### src/rtl/alu_pkg.sv
`default_nettype none
// ============================================================================
// Module      : alu_pkg
// Description : Shared ALU definitions. Holds the opcode encodings, the flag
//               bit positions, the flag vector type and the payload struct that
//               the writeback stage buffers. The sequence number is appended
//               outside the struct because its width is a module parameter.
// Revision    : 1.0 - initial release
// ============================================================================
package alu_pkg;

  // ALU_Sel opcode encodings
  localparam logic [3:0] ALU_SEL_ADD = 4'd0;
  localparam logic [3:0] ALU_SEL_SUB = 4'd1;
  localparam logic [3:0] ALU_SEL_MUL = 4'd2;
  localparam logic [3:0] ALU_SEL_DIV = 4'd3;
  localparam logic [3:0] ALU_SEL_AND = 4'd4;
  localparam logic [3:0] ALU_SEL_OR  = 4'd5;
  localparam logic [3:0] ALU_SEL_XOR = 4'd6;
  localparam logic [3:0] ALU_SEL_NOR = 4'd7;
  localparam logic [3:0] ALU_SEL_SLL = 4'd8;
  localparam logic [3:0] ALU_SEL_SRL = 4'd9;

  // Bit positions within the {S,V,C,Z} flag vector
  localparam int FLAG_Z = 0;
  localparam int FLAG_C = 1;
  localparam int FLAG_V = 2;
  localparam int FLAG_S = 3;

  typedef logic [3:0] alu_flags_t;

  typedef struct packed {
    logic [31:0] result;
    logic [3:0]  sel;
    alu_flags_t  flags;
  } alu_wb_entry_t;

endpackage
`default_nettype wire

### src/rtl/alu_wb_stage_if.sv
`default_nettype none
// ============================================================================
// Module      : alu_wb_stage_if
// Description : Handshake bundle between the ALU (producer), the writeback
//               stage and the downstream consumer.
//   master : drives in_valid/in_result/in_sel/in_flags and out_ready
//   slave  : the stage; drives in_ready and the out_* head signals
// Parameters  : SEQ_W - width of out_seq
// Revision    : 1.0 - initial release
// ============================================================================
interface alu_wb_stage_if #(
  parameter int SEQ_W = 8
) ();
  import alu_pkg::*;

  logic             in_valid;
  logic             in_ready;
  logic [31:0]      in_result;
  logic [3:0]       in_sel;
  alu_flags_t       in_flags;
  logic             out_valid;
  logic             out_ready;
  logic [31:0]      out_result;
  logic [3:0]       out_sel;
  alu_flags_t       out_flags;
  logic [SEQ_W-1:0] out_seq;

  modport master (
    output in_valid, in_result, in_sel, in_flags, out_ready,
    input  in_ready, out_valid, out_result, out_sel, out_flags, out_seq
  );

  modport slave (
    input  in_valid, in_result, in_sel, in_flags, out_ready,
    output in_ready, out_valid, out_result, out_sel, out_flags, out_seq
  );

endinterface
`default_nettype wire

### src/rtl/alu_wb_fifo.sv
`default_nettype none
// ============================================================================
// Module      : alu_wb_fifo
// Description : Generic synchronous FIFO with explicit occupancy count.
//               Besides full/empty it exposes the head entry as it will be
//               after the current edge, so the owner can keep a registered
//               copy of the head that tracks every push and pop.
// Ports       : clk, rst             - clock, synchronous active-high reset
//               i_push / i_pop       - requests (ignored when full / empty)
//               i_wdata              - data written on push
//               o_head_next(_valid)  - head after this edge and its validity
//               o_count, o_full, o_empty - occupancy status
// Parameters  : WIDTH, DEPTH (power of two, >= 2)
// Revision    : 1.0 - initial release
// ============================================================================
module alu_wb_fifo #(
  parameter int WIDTH = 8,
  parameter int DEPTH = 2
) (
  input  logic                   clk,
  input  logic                   rst,
  input  logic                   i_push,
  input  logic                   i_pop,
  input  logic [WIDTH-1:0]       i_wdata,
  output logic [WIDTH-1:0]       o_head_next,
  output logic                   o_head_next_valid,
  output logic [$clog2(DEPTH):0] o_count,
  output logic                   o_full,
  output logic                   o_empty
);

  localparam int PTR_W = $clog2(DEPTH);
  localparam int CNT_W = PTR_W + 1;
  localparam logic [PTR_W-1:0] c_PTR_ONE  = PTR_W'(1);
  localparam logic [CNT_W-1:0] c_CNT_ONE  = CNT_W'(1);
  localparam logic [CNT_W-1:0] c_CNT_FULL = CNT_W'(DEPTH);

  logic [WIDTH-1:0] r_mem [DEPTH];
  logic [PTR_W-1:0] r_wr_ptr;
  logic [PTR_W-1:0] r_rd_ptr;
  logic [CNT_W-1:0] r_count;

  logic             w_push;
  logic             w_pop;
  logic [PTR_W-1:0] w_rd_ptr_next;
  logic [CNT_W-1:0] w_count_next;

  assign o_full  = (r_count == c_CNT_FULL);
  assign o_empty = (r_count == '0);
  assign o_count = r_count;

  assign w_push = i_push && !o_full && !rst;
  assign w_pop  = i_pop && !o_empty;

  assign w_rd_ptr_next = w_pop ? (r_rd_ptr + c_PTR_ONE) : r_rd_ptr;

  always_comb begin
    w_count_next = r_count;
    case ({w_push, w_pop})
      2'b10:   w_count_next = r_count + c_CNT_ONE;
      2'b01:   w_count_next = r_count - c_CNT_ONE;
      default: w_count_next = r_count;
    endcase
  end

  // When the slot being written is also the next head (FIFO empty, or one
  // entry being replaced by push+pop), the new head comes from i_wdata since
  // the array does not hold it yet.
  assign o_head_next       = (w_push && (r_wr_ptr == w_rd_ptr_next)) ? i_wdata
                                                                     : r_mem[w_rd_ptr_next];
  assign o_head_next_valid = (w_count_next != '0);

  always_ff @(posedge clk) begin
    if (w_push) begin
      r_mem[r_wr_ptr] <= i_wdata;
    end
  end

  always_ff @(posedge clk) begin
    if (rst) begin
      r_wr_ptr <= '0;
      r_rd_ptr <= '0;
      r_count  <= '0;
    end else begin
      if (w_push) begin
        r_wr_ptr <= r_wr_ptr + c_PTR_ONE;
      end
      r_rd_ptr <= w_rd_ptr_next;
      r_count  <= w_count_next;
    end
  end

endmodule
`default_nettype wire

### src/rtl/alu_wb_stage.sv
`default_nettype none
// ============================================================================
// Module      : alu_wb_stage
// Description : Writeback/buffer stage behind the 32-bit ALU. Captures each
//               result with its opcode and {S,V,C,Z} flags, stamps it with a
//               wrapping sequence number and buffers it in a small FIFO so the
//               consumer can stall independently of the ALU. The head entry is
//               presented from output registers.
// Ports       : clk, rst      - clock, synchronous active-high reset
//               bus           - alu_wb_stage_if.slave handshake bundle
//               count         - current FIFO occupancy
//               sticky_flags  - accumulated flags   (ALU_WB_STICKY_EN only)
//               sticky_clr    - clear accumulated   (ALU_WB_STICKY_EN only)
// Parameters  : DEPTH (power of two, 2..16), SEQ_W
// Options     : ALU_WB_STICKY_EN - adds the sticky status register and ports
// Revision    : 1.0 - initial release
// ============================================================================
module alu_wb_stage
  import alu_pkg::*;
#(
  parameter int DEPTH = 2,
  parameter int SEQ_W = 8
) (
  input  logic                   clk,
  input  logic                   rst,
  alu_wb_stage_if.slave          bus,
  output logic [$clog2(DEPTH):0] count
`ifdef ALU_WB_STICKY_EN
  ,
  output alu_flags_t             sticky_flags,
  input  logic                   sticky_clr
`endif
);

  localparam int ENTRY_W = $bits(alu_wb_entry_t) + SEQ_W;
  localparam logic [SEQ_W-1:0] c_SEQ_ONE = SEQ_W'(1);

  logic [SEQ_W-1:0]   r_seq;
  logic               r_out_valid;
  logic [31:0]        r_out_result;
  logic [3:0]         r_out_sel;
  alu_flags_t         r_out_flags;
  logic [SEQ_W-1:0]   r_out_seq;

  alu_wb_entry_t      w_entry;
  alu_wb_entry_t      w_head_entry;
  logic [SEQ_W-1:0]   w_head_seq;
  logic [ENTRY_W-1:0] w_head_next;
  logic               w_head_valid;
  logic               w_full;
  logic               w_empty;
  logic               w_push;
  logic               w_pop;

  // Ready depends only on reset and occupancy, never on out_ready.
  assign bus.in_ready = !rst && !w_full;
  assign w_push       = bus.in_valid && bus.in_ready;
  assign w_pop        = !w_empty && bus.out_ready;

  assign w_entry.result = bus.in_result;
  assign w_entry.sel    = bus.in_sel;
  assign w_entry.flags  = bus.in_flags;

  alu_wb_fifo #(
    .WIDTH (ENTRY_W),
    .DEPTH (DEPTH)
  ) u_fifo (
    .clk               (clk),
    .rst               (rst),
    .i_push            (w_push),
    .i_pop             (w_pop),
    .i_wdata           ({w_entry, r_seq}),
    .o_head_next       (w_head_next),
    .o_head_next_valid (w_head_valid),
    .o_count           (count),
    .o_full            (w_full),
    .o_empty           (w_empty)
  );

  assign {w_head_entry, w_head_seq} = w_head_next;

  // Head registers follow the FIFO head; when the FIFO drains they keep the
  // last presented entry.
  always_ff @(posedge clk) begin
    if (rst) begin
      r_seq        <= '0;
      r_out_valid  <= 1'b0;
      r_out_result <= '0;
      r_out_sel    <= '0;
      r_out_flags  <= '0;
      r_out_seq    <= '0;
    end else begin
      if (w_push) begin
        r_seq <= r_seq + c_SEQ_ONE;
      end
      r_out_valid <= w_head_valid;
      if (w_head_valid) begin
        r_out_result <= w_head_entry.result;
        r_out_sel    <= w_head_entry.sel;
        r_out_flags  <= w_head_entry.flags;
        r_out_seq    <= w_head_seq;
      end
    end
  end

  assign bus.out_valid  = r_out_valid;
  assign bus.out_result = r_out_result;
  assign bus.out_sel    = r_out_sel;
  assign bus.out_flags  = r_out_flags;
  assign bus.out_seq    = r_out_seq;

`ifdef ALU_WB_STICKY_EN
  alu_flags_t r_sticky;

  // A clear coinciding with a push wipes the old value before the new flags
  // are OR-ed in, so the pushed flags survive the clear.
  always_ff @(posedge clk) begin
    if (rst) begin
      r_sticky <= '0;
    end else if (w_push) begin
      r_sticky <= (sticky_clr ? '0 : r_sticky) | bus.in_flags;
    end else if (sticky_clr) begin
      r_sticky <= '0;
    end
  end

  assign sticky_flags = r_sticky;
`endif

endmodule
`default_nettype wire

### src/flat_wrapper.sv
// flat-port wrapper written by rule: the top's interface ports become plain ports
module alu_wb_stage_flat import alu_pkg::*;
#(
  parameter int DEPTH = 2,
  parameter int SEQ_W = 8
)
  (clk, rst, count, bus_in_valid, bus_in_result, bus_in_sel, bus_in_flags, bus_out_ready, bus_in_ready, bus_out_valid, bus_out_result, bus_out_sel, bus_out_flags, bus_out_seq);
  alu_wb_stage_if #(.SEQ_W(SEQ_W)) bus_i ();
  input  logic clk;
  input  logic rst;
  output logic [$clog2(DEPTH):0] count;
  input wire logic [$bits(bus_i.in_valid)-1:0] bus_in_valid;
  input wire logic [$bits(bus_i.in_result)-1:0] bus_in_result;
  input wire logic [$bits(bus_i.in_sel)-1:0] bus_in_sel;
  input wire logic [$bits(bus_i.in_flags)-1:0] bus_in_flags;
  input wire logic [$bits(bus_i.out_ready)-1:0] bus_out_ready;
  output wire logic [$bits(bus_i.in_ready)-1:0] bus_in_ready;
  output wire logic [$bits(bus_i.out_valid)-1:0] bus_out_valid;
  output wire logic [$bits(bus_i.out_result)-1:0] bus_out_result;
  output wire logic [$bits(bus_i.out_sel)-1:0] bus_out_sel;
  output wire logic [$bits(bus_i.out_flags)-1:0] bus_out_flags;
  output wire logic [$bits(bus_i.out_seq)-1:0] bus_out_seq;
  assign bus_i.in_valid = bus_in_valid;
  assign bus_i.in_result = bus_in_result;
  assign bus_i.in_sel = bus_in_sel;
  assign bus_i.in_flags = bus_in_flags;
  assign bus_i.out_ready = bus_out_ready;
  assign bus_in_ready = bus_i.in_ready;
  assign bus_out_valid = bus_i.out_valid;
  assign bus_out_result = bus_i.out_result;
  assign bus_out_sel = bus_i.out_sel;
  assign bus_out_flags = bus_i.out_flags;
  assign bus_out_seq = bus_i.out_seq;
  alu_wb_stage #(.DEPTH(DEPTH), .SEQ_W(SEQ_W)) u_core (.clk(clk), .rst(rst), .bus(bus_i), .count(count));
endmodule
### config.mk
export PLATFORM = sky130hd
export DESIGN_NAME = alu_wb_stage_flat
export DESIGN_NICKNAME = d
export VERILOG_FILES = /design/src/rtl/alu_pkg.sv /design/src/rtl/alu_wb_stage_if.sv /design/src/rtl/alu_wb_fifo.sv /design/src/rtl/alu_wb_stage.sv /design/src/flat_wrapper.sv
export SDC_FILE = /design/constraint.sdc
export NUM_CORES = 1
export LEC_CHECK = 0
export CAP_MARGIN = 20
export CORE_MARGIN = 1.5
export CORE_UTILIZATION = 53
export CTS_CLUSTER_DIAMETER = 100
export DETAILED_ROUTE_END_ITERATION = 10
export GPL_TIMING_DRIVEN = 0
export HOLD_SLACK_MARGIN = 0.12
export PLACE_DENSITY = 0.79
export SYNTH_ARGS = -nofsm -noshare
export SYNTH_HDL_FRONTEND = slang
export SYNTH_SLANG_ARGS = --single-unit
export TNS_END_PERCENT = 100
### constraint.sdc
create_clock -name clk -period 4 [get_ports clk]
set_input_delay 0.6 -clock clk [delete_from_list [all_inputs] [get_ports clk]]
set_output_delay 0.6 -clock clk [all_outputs]
set_load 0.01 [all_outputs]
## Word level (Yosys, flattened, before mapping)

Memories as Yosys holds them, arrays and structs flattened. A register that Yosys moved wholly into a read port is not among the register bits.
Index checks and enable logic that the tools add are counted.

- Memories kept: 1
- Bits in writable memories: 96
- Input bits: 44
- Register bits: 13
- Word-level logic and storage cells: 29

Memory list:

| name | words | width | read ports | clocked after Yosys merged registers in | write ports | line | text |
|---|---|---|---|---|---|---|---|
| u_core.u_fifo.r_mem | 2 | 48 | 1 | 1 | 1 | alu_wb_fifo.sv:38 | `logic [WIDTH-1:0] r_mem [DEPTH];` |

- Reduce and logical (&&, ||, !) cells: 11
- Muxes and demuxes: 4
- Add/sub/neg operators: 5
- Eq/ne operators: 3

Operator list:

| operator | count |
|---|---|
| $add A8 B1 Y8 const B | 1 |
| $logic_and A1 B1 Y1 | 6 |
| $eq A2 B2 Y1 const B | 2 |
| $pmux W2 S2 | 1 |
| $logic_not A1 Y1 | 3 |
| $mux W1 | 3 |
| $add A1 B1 Y1 const B | 2 |
| $add A2 B1 Y2 const B | 1 |
| $eq A2 B1 Y1 const B | 1 |
| $logic_not A2 Y1 | 1 |
| $reduce_bool A2 Y1 | 1 |
| $sub A2 B1 Y2 const B | 1 |

## Logic depth before layout (Yosys ltp)

- Depth in word-level cells: 9
- Mapped depth: 11
- Gate-level depth less buffers: 9

## Cells and area by module

A second synthesis with hierarchy kept.

- Cells, all modules: 662
- Area, all modules: 7061.8 µm²

Modules (own cells, without submodules):

| module | area an instance (µm²) | instances | cells an instance |
|---|---|---|---|
| alu_wb_fifo | 4967.3 | 1 | 461 |
| alu_wb_stage | 2094.5 | 1 | 201 |

## Least setup slack after synthesis

No wires, ideal clock.

- Kind: input to register
- Start: in rst
- End: mem u_core.u_fifo.r_mem[0][0] (netlist name), enable pin
- Data required time: 3545 ps
- Stages on the path: 4
- Library setup time: 455 ps
- Path slack: 411 ps
- Data arrival time: 3134 ps
- Cell sequence: nand2b_1 -> nor2_8 -> inv_2 -> nor2_1

- Cells in the longest elaborated chain, start to end: 7

RTL lines:

| what | line | text |
|---|---|---|
| from (decl) | flat_wrapper.sv:10 | `input logic rst;` |
| $logic_not A1 Y1 * | alu_wb_fifo.sv:52, alu_wb_stage.sv:56 |  |
| $logic_and A1 B1 Y1 | alu_wb_stage.sv:56 | `assign bus.in_ready = !rst && !w_full;` |
| $logic_and A1 B1 Y1 | alu_wb_stage.sv:57 | `assign w_push = bus.in_valid && bus.in_ready;` |
| $logic_and A1 B1 Y1 | alu_wb_fifo.sv:52 | `assign w_push = i_push && !o_full && !rst;` |
| $logic_and A1 B1 Y1 * | alu_wb_fifo.sv:52 |  |
| $mux W1 * | alu_wb_fifo.sv:74 | `if (w_push) begin` |
| $mux W1 (implied by the code) * | alu_wb_fifo.sv:75 | `r_mem[r_wr_ptr] <= i_wdata;` |
| to (decl) | alu_wb_fifo.sv:38 |  |

Mark *: on every way between the ends. The rest lies on a longest branch, timed or not.

## Final worst setup path

- Start: in rst
- End: reg u_core.r_out_result[6], in the netlist u_core.bus.out_result[6] (read register of u_core.u_fifo.r_mem)

- Cells in the longest elaborated chain, start to end: 8
- Elaborated cells between the ends (all ways): 9
- Classes of those cells: eq/ne: 2; mux: 1; reduce/logical: 6

RTL lines:

| what | line | text |
|---|---|---|
| $logic_not A1 Y1 | alu_wb_fifo.sv:52, alu_wb_stage.sv:56 |  |
| $logic_and A1 B1 Y1 | alu_wb_stage.sv:56 |  |
| $logic_and A1 B1 Y1 | alu_wb_stage.sv:57 |  |
| $logic_and A1 B1 Y1 (2 in series) | alu_wb_fifo.sv:52 |  |
| $eq A2 B1 Y1 or $eq A2 B2 Y1 (tied branches) | alu_wb_fifo.sv:59 | `case ({w_push, w_pop})` |
| $pmux W2 S2 | alu_wb_fifo.sv:59 |  |
| $reduce_bool A2 Y1 | alu_wb_fifo.sv:71 | `assign o_head_next_valid = (w_count_next != '0);` |
| to (decl) | alu_wb_stage.sv:40 | `logic [31:0] r_out_result;` |

Several ways; a longest one is shown, not always the timed one.
A chain may end at the register's enable or synchronous reset.

==> impl_metrics.env <==
export IMPL_crit_type="in2reg"
export IMPL_wl_met3_um=745
export IMPL_syn_cell_area_um2=6083
export IMPL_vias_per_cell=5.532
export IMPL_max_freq_ghz=0.3043
export IMPL_fp_row_count=38
export IMPL_fp_dieW_um=110.1
export IMPL_syn_inst=487
export IMPL_post_route_period_util_pct=82.17
export IMPL_crit_family="buffers and inverters"
export IMPL_drc=0
export IMPL_p_leak_nw=2.647
export IMPL_switching_share_pct=28.11
export IMPL_drv_cap=0
export IMPL_finalHoldViolations=0
export IMPL_nFillCells=775
export IMPL_async_reset_ff_share_pct=0
export IMPL_numPortBuffers=95
export IMPL_synth_edff_count=96
export IMPL_grt_usage_pct=24.48
export IMPL_powerDensity_nw_per_um2=639.5
export IMPL_fin_crit_ns=3.287
export IMPL_max_stage_delay_ns=0.52
export IMPL_cts_tree="yes"
export IMPL_dominantRegCellSynth="edfxtp_1"
export IMPL_internal_power_mw=3.623
export IMPL_fp_dieH_um=110.1
export IMPL_vias=4182
export IMPL_wl_met2_um=6746
export IMPL_cp_cell_sequence="clkdlybuf4s50_1, nand2b_1, nor2_8, inv_2, ha_1, nor2b_1, a211o_1, a21oi_2, clkbuf_1, o21ai_0, o21ai_1"
export IMPL_grt_pass1_vias=4398
export IMPL_synthToLayoutAreaGrowth_pct=29.56
export IMPL_final_cell_area_um2=7881
export IMPL_dpl_hpwl_um=8602
export IMPL_grt_first_pass_wirelength_um=21940
export IMPL_start_util_pct=55.15
export IMPL_cp_end_kind="flip-flop"
export IMPL_p_switching_mw=1.417
export IMPL_crit_start="rst"
export IMPL_htree_levels=4
export IMPL_cts_buffer_depth=2
export IMPL_drv_slew=0
export IMPL_min_from="u_core.bus.out_result[17]"
export IMPL_ys_types=38
export IMPL_reg2reg_depth=10
export IMPL_wl_per_cell_um=17.73
export IMPL_start_kind="primary input"
export IMPL_hold_path_class="reg2reg"
export IMPL_cts_root_buf="clkbuf_16"
export IMPL_ios=96
export IMPL_ff2ff_setup_slack_ns=1.10
export IMPL_post_cts_repair_setup_buffers=0
export IMPL_yosys_warnings=0
export IMPL_place_congestion=0.7543
export IMPL_drt_iter0_markers=263
export IMPL_setup_viol=0
export IMPL_power_frac_comb_pct=26.0
export IMPL_ir_worst_vdd_mv=0.3189
export IMPL_firstDrtPassIters=4
export IMPL_clkTransAtPathRegs_ns=0.06
export IMPL_cts_buffers=17
export IMPL_maxSlewHeadroom_pct=47.58
export IMPL_routed_wl_um=13400
export IMPL_wl_met1_um=5579
export IMPL_critPathSlowestCell="clkdlybuf4s50_1"
export IMPL_postRouteAntennaNets=0
export IMPL_drive_above_1_share_pct=10.71
export IMPL_grt_overflow=0
export IMPL_rsz0062_at_grt="no"
export IMPL_final_cells=756
export IMPL_finalHoldWorstSlack_ns=0.4434
export IMPL_synth_avg_cell_area_um2=12.49
export IMPL_outcome="complete, no violations"
export IMPL_clkPwrFrac_pct=33.2
export IMPL_antenna_found_initial=0
export IMPL_timing_rr_start="u_core.u_fifo.o_count[0]"
export IMPL_preCtsSetupSlack_ns=0.3649
export IMPL_r2r_end="u_core.bus.out_result[6]"
export IMPL_placed_area_um2=7264
export IMPL_core_area_um2=11030
export IMPL_synth_nets=533
export IMPL_cts_resized_gates=0
export IMPL_yosysSeqAreaShare_pct=67.46
export IMPL_worst_pin_slew_ns=0.7844
export IMPL_antennaDiodeCount=0
export IMPL_whs_path_depth=2
export IMPL_dp_cells=724
export IMPL_seqPwrFrac_pct=40.8
export IMPL_grt_max_degree=27
export IMPL_top_layer_used="met4"
export IMPL_path_depth=11
export IMPL_fin_tns_setup_ns=0
export IMPL_synth_seq_cells=157
export IMPL_die_area_um2=12130
export IMPL_fin_skew_ns=0.004504
export IMPL_nNetsFinal=649
export IMPL_path_buf_inv=3
export IMPL_setup_slack_ns=0.7134
export IMPL_cp_max_fo=10
export IMPL_cts_hold_buffers=0
export IMPL_clk_latency_ns=0.42
export IMPL_crit_required_ns=4.36
export IMPL_crit_arrival_ns=3.64
export IMPL_min_to="u_core.bus.out_result[17]"
export IMPL_cts_num_sinks=157
-- layout by cell type, fill, tap and decap left out, drive strengths merged, types with 18 or more instances in the layout --
master and n:
nor2 18, dfxtp 61, buf 25, edfxtp 96, nor2b 49, clkdlybuf4s50 95
clkbuf 29, a211oi 45, nand2 50, o21ai 97
-- synth_stat cells, types with 2 or more instances --
master,instances,area share (%)
edfxtp_1,96,47
buf_6,11,2.0
nor2b_1,48,4.9
buf_2,9,0.74
o21ai_1,72,5.9
o21ai_0,25,2.1
clkbuf_1,8,0.49
nor2_1,16,0.99
xnor2_1,3,0.43
nand2b_1,2,0.21
mux2_2,2,0.37
nor3_1,3,0.25
ha_1,2,0.41
nand4_1,2,0.21
nand3_1,4,0.33
dfxtp_1,61,20
a211oi_1,45,5.6
a21oi_2,2,0.29
nand2_1,50,3.1
inv_1,2,0.12
xor2_1,5,0.72
buf_4,3,0.37
-- worst min-delay path, stage by stage, from the launching register on --
cell	delay, ns
dfxtp_1	0.31
nand2_1	0.05
o21ai_1	0.05
-- registers in the layout, summed over array words and instances (netlist names) --
register                cells
u_core.u_fifo.r_rd_ptr      1
u_core.bus.out_valid        1
u_core.bus.out_result      32
u_core.r_seq                8
u_core.u_fifo.r_mem        96
u_core.bus.out_seq          8
u_core.u_fifo.r_wr_ptr      1
u_core.u_fifo.o_count       2
u_core.bus.out_sel          4
u_core.bus.out_flags        4
-- routing by layer --
layer	track usage [%]	vias to the layer above
li1	-	2011
met1	29.52	2011
met2	41.93	132
met3	6.467	28
met4	9.799	0
met5	0	-
-- how the worst max path moves through the flow --
stage	to	slack (ns)
2_1_floorplan	u_core.u_fifo.r_mem[0][0]	0.41
3_5_place_dp	u_core.bus.out_result[8]	0.36
5_1_grt	u_core.bus.out_result[14]	0.48
3_3_place_gp	u_core.u_fifo.r_mem[0][17]	-1.44
4_1_cts	u_core.bus.out_result[6]	0.73
6_report	u_core.bus.out_result[6]	0.71
-- cells by family (layout without fill, tap and decap cells) --
group / count (synthesis) / in the layout / synth area share (%)
mux: 2 / 2 / 0.3702
flops: 157 / 157 / 67.46
simple gates: 133 / 133 / 11.35
buf+inv: 34 / 163 / 3.826
xor+xnor: 10 / 10 / 1.975
compound gates: 149 / 149 / 14.60
fa+ha+maj: 2 / 2 / 0.4113
-- power by group through the flow --
stage          registers (mW)  clock network [mW]  logic [mW]
2_1_floorplan            2.15                   0       0.631
5_1_grt                  2.08                1.76        1.43
3_5_place_dp             2.09                   0        1.30
6_report                 2.06                1.67        1.31
4_1_cts                  2.06                1.68        1.32
3_3_place_gp             2.08                   0        1.26
-- final cells by class --
class	instances	area, µm²	share of cell area [%]
clock inverter	11	166.4	2.111
sequential	157	4104	52.07
multi-input combinational	296	1762	22.35
timing repair buffer	97	991.0	12.57
tap	140	175.2	2.223
clock buffer	21	450.4	5.715
inverter	3	11.26	0.1429
buffer	31	221.5	2.810
-- metrics by stage --
step,power (mW),utilization (%)
3_3_place_gp,3.346,65.36
2_1_floorplan,2.784,-
3_5_place_dp,3.390,65.86
5_1_grt,5.270,71.45
6_report,5.040,71.45
4_1_cts,5.058,71.45
(Power assumes the default switching activity.)
==> RTL change (config.mk and constraints unchanged) <==
`DEPTH` is set to 2 in 3 places; all go to 4. Comments in the files are not updated.
--- a/src/rtl/alu_wb_fifo.sv
+++ b/src/rtl/alu_wb_fifo.sv
@@ -17,3 +17,3 @@
   parameter int WIDTH = 8,
-  parameter int DEPTH = 2
+  parameter int DEPTH = 4
 ) (
--- a/src/rtl/alu_wb_stage.sv
+++ b/src/rtl/alu_wb_stage.sv
@@ -20,3 +20,3 @@
 #(
-  parameter int DEPTH = 2,
+  parameter int DEPTH = 4,
   parameter int SEQ_W = 8
--- a/src/flat_wrapper.sv
+++ b/src/flat_wrapper.sv
@@ -3,3 +3,3 @@
 #(
-  parameter int DEPTH = 2,
+  parameter int DEPTH = 4,
   parameter int SEQ_W = 8
Ports: changed (resized count); port bits go from 96 to 97. No check against the original RTL was run, so the function may have changed too.
==> RTL change against the unedited design <==
Routed wire length is 110% higher; synthesized area increased by 84%; cell area is 73% higher; register-to-register slack got worse by 0.93 ns; critical endpoint is now u_core.bus.out_result[5]; setup slack got worse by 0.54 ns; core utilization shrank 6.2 points; largest power group unchanged; critical path type is now reg2reg; sequential cell count is 99 higher; total power grew 75%.
==> RTL change: results (changes against the unedited design) <==
stage;metric;value;unit;change
layout;fillers;1467;;+89%
global_route;met1 usage;35.3;%;+5.8 points
hold_path;Worst Hold End;u_core.bus.out_result[3];;
layout;fraction of standard cell area that is sequential;51.7;%;-0.32 points
placement;pre-CTS setup slack;-1.50;ns;-1.86 ns
setup_path;Worst path slowest cell;dfxtp_1;;
clock_tree;CTS Buffer Depth;3;;+1
layout;clock buffer count;31;;+48%
clock_tree;clk sinks;256;;+63%
route;drt initial violations;916;;+250%
clock_tree;H-tree Lvls;1;;-3
sta;max_slew headroom;38.2;%;-9.4 points
run_status;status;complete, no violations;;
setup_path;Largest stage delay, worst path;0.48;ns;-0.04 ns
global_route;GRT Util Overall;26.0;%;+1.5 points
layout;max FFs per register;192;;+100%
yosys;most instantiated cells after synthesis;192 x edfxtp_1, 64 x dfxtp_1, 56 x nand2_1;;
yosys;synthesized net count;843;;+58%
power_and_ir_drop;Lkg Pwr;0.00449;uW;+70%
global_route;wire length of the first global-routing pass;44100;microns;+100%
layout;nets;974;;+50%
placement;GP Congestion;0.796;;+5.5%
route;Via density;6.46;;+17%
clock_tree;insertion delay to the later sink of the worst-skew pair;0.54;ns;+0.12 ns
route;DR pass1 iterations;5;;+1
route;routed wl met2;13700;microns;+100%
hold_path;hold_sp;u_core.bus.out_result[3];;
clock_tree;total CTS buffers;25;;+8
layout;Non-Clock Buffer Count;176;;+38%
global_route;GR Util met3;4.66;%;-1.8 points
layout;Finished Cell Area;13600;sq um;+73%
layout;final core occ;65.2;%;-6.2 points
route;met1 WL;11000;microns;+98%
global_route;met2 Use GR;42.8;%;+0.85 points
sta;Max Fclk;261;MHz;-14%
placement;DPL Wire Length;17500;microns;+100%
route;met3 wire len;2940;microns;+290%
layout;Multi-In Gates;456;;+54%
RTL change: cell count changes after synthesis, sizes merged, moves of 5 or more:
cell	change
clkbuf	+37
edfxtp	+96
nand2	+6
o21ai	-47
mux2i	+48
a32oi	+48
o22ai	+48
nor2	-5
inv	+5
nand3	+46
or4	+48
mux4	+48
nor2b	-47
a211oi	-44
RTL change: logic make-up after synthesis:
logic type / synth area share [%]
fa+ha+maj: 0.848
compound gates: 9.28
buf+inv: 3.23
xor+xnor: 1.02
flops: 62.9
simple gates: 8.82
mux: 13.9
RTL change: power by group:
group          internal [uW]  leakage (uW)  switching (uW)  total, uW
Sequential              3130       0.00228             155       3280
Combinational           1200       0.00173            1660       2860
Clock                   1690      0.000474            1000       2690
Total                   6020       0.00449            2810       8830
RTL change: what timing repair did:
action / CTS / global route
resized for setup: 11 / 8
endpoints found under the hold margin: 0 / 0
pin swaps: 1 / 2
setup buffers: 1 / 5
endpoints found under the setup margin: 49 / 34
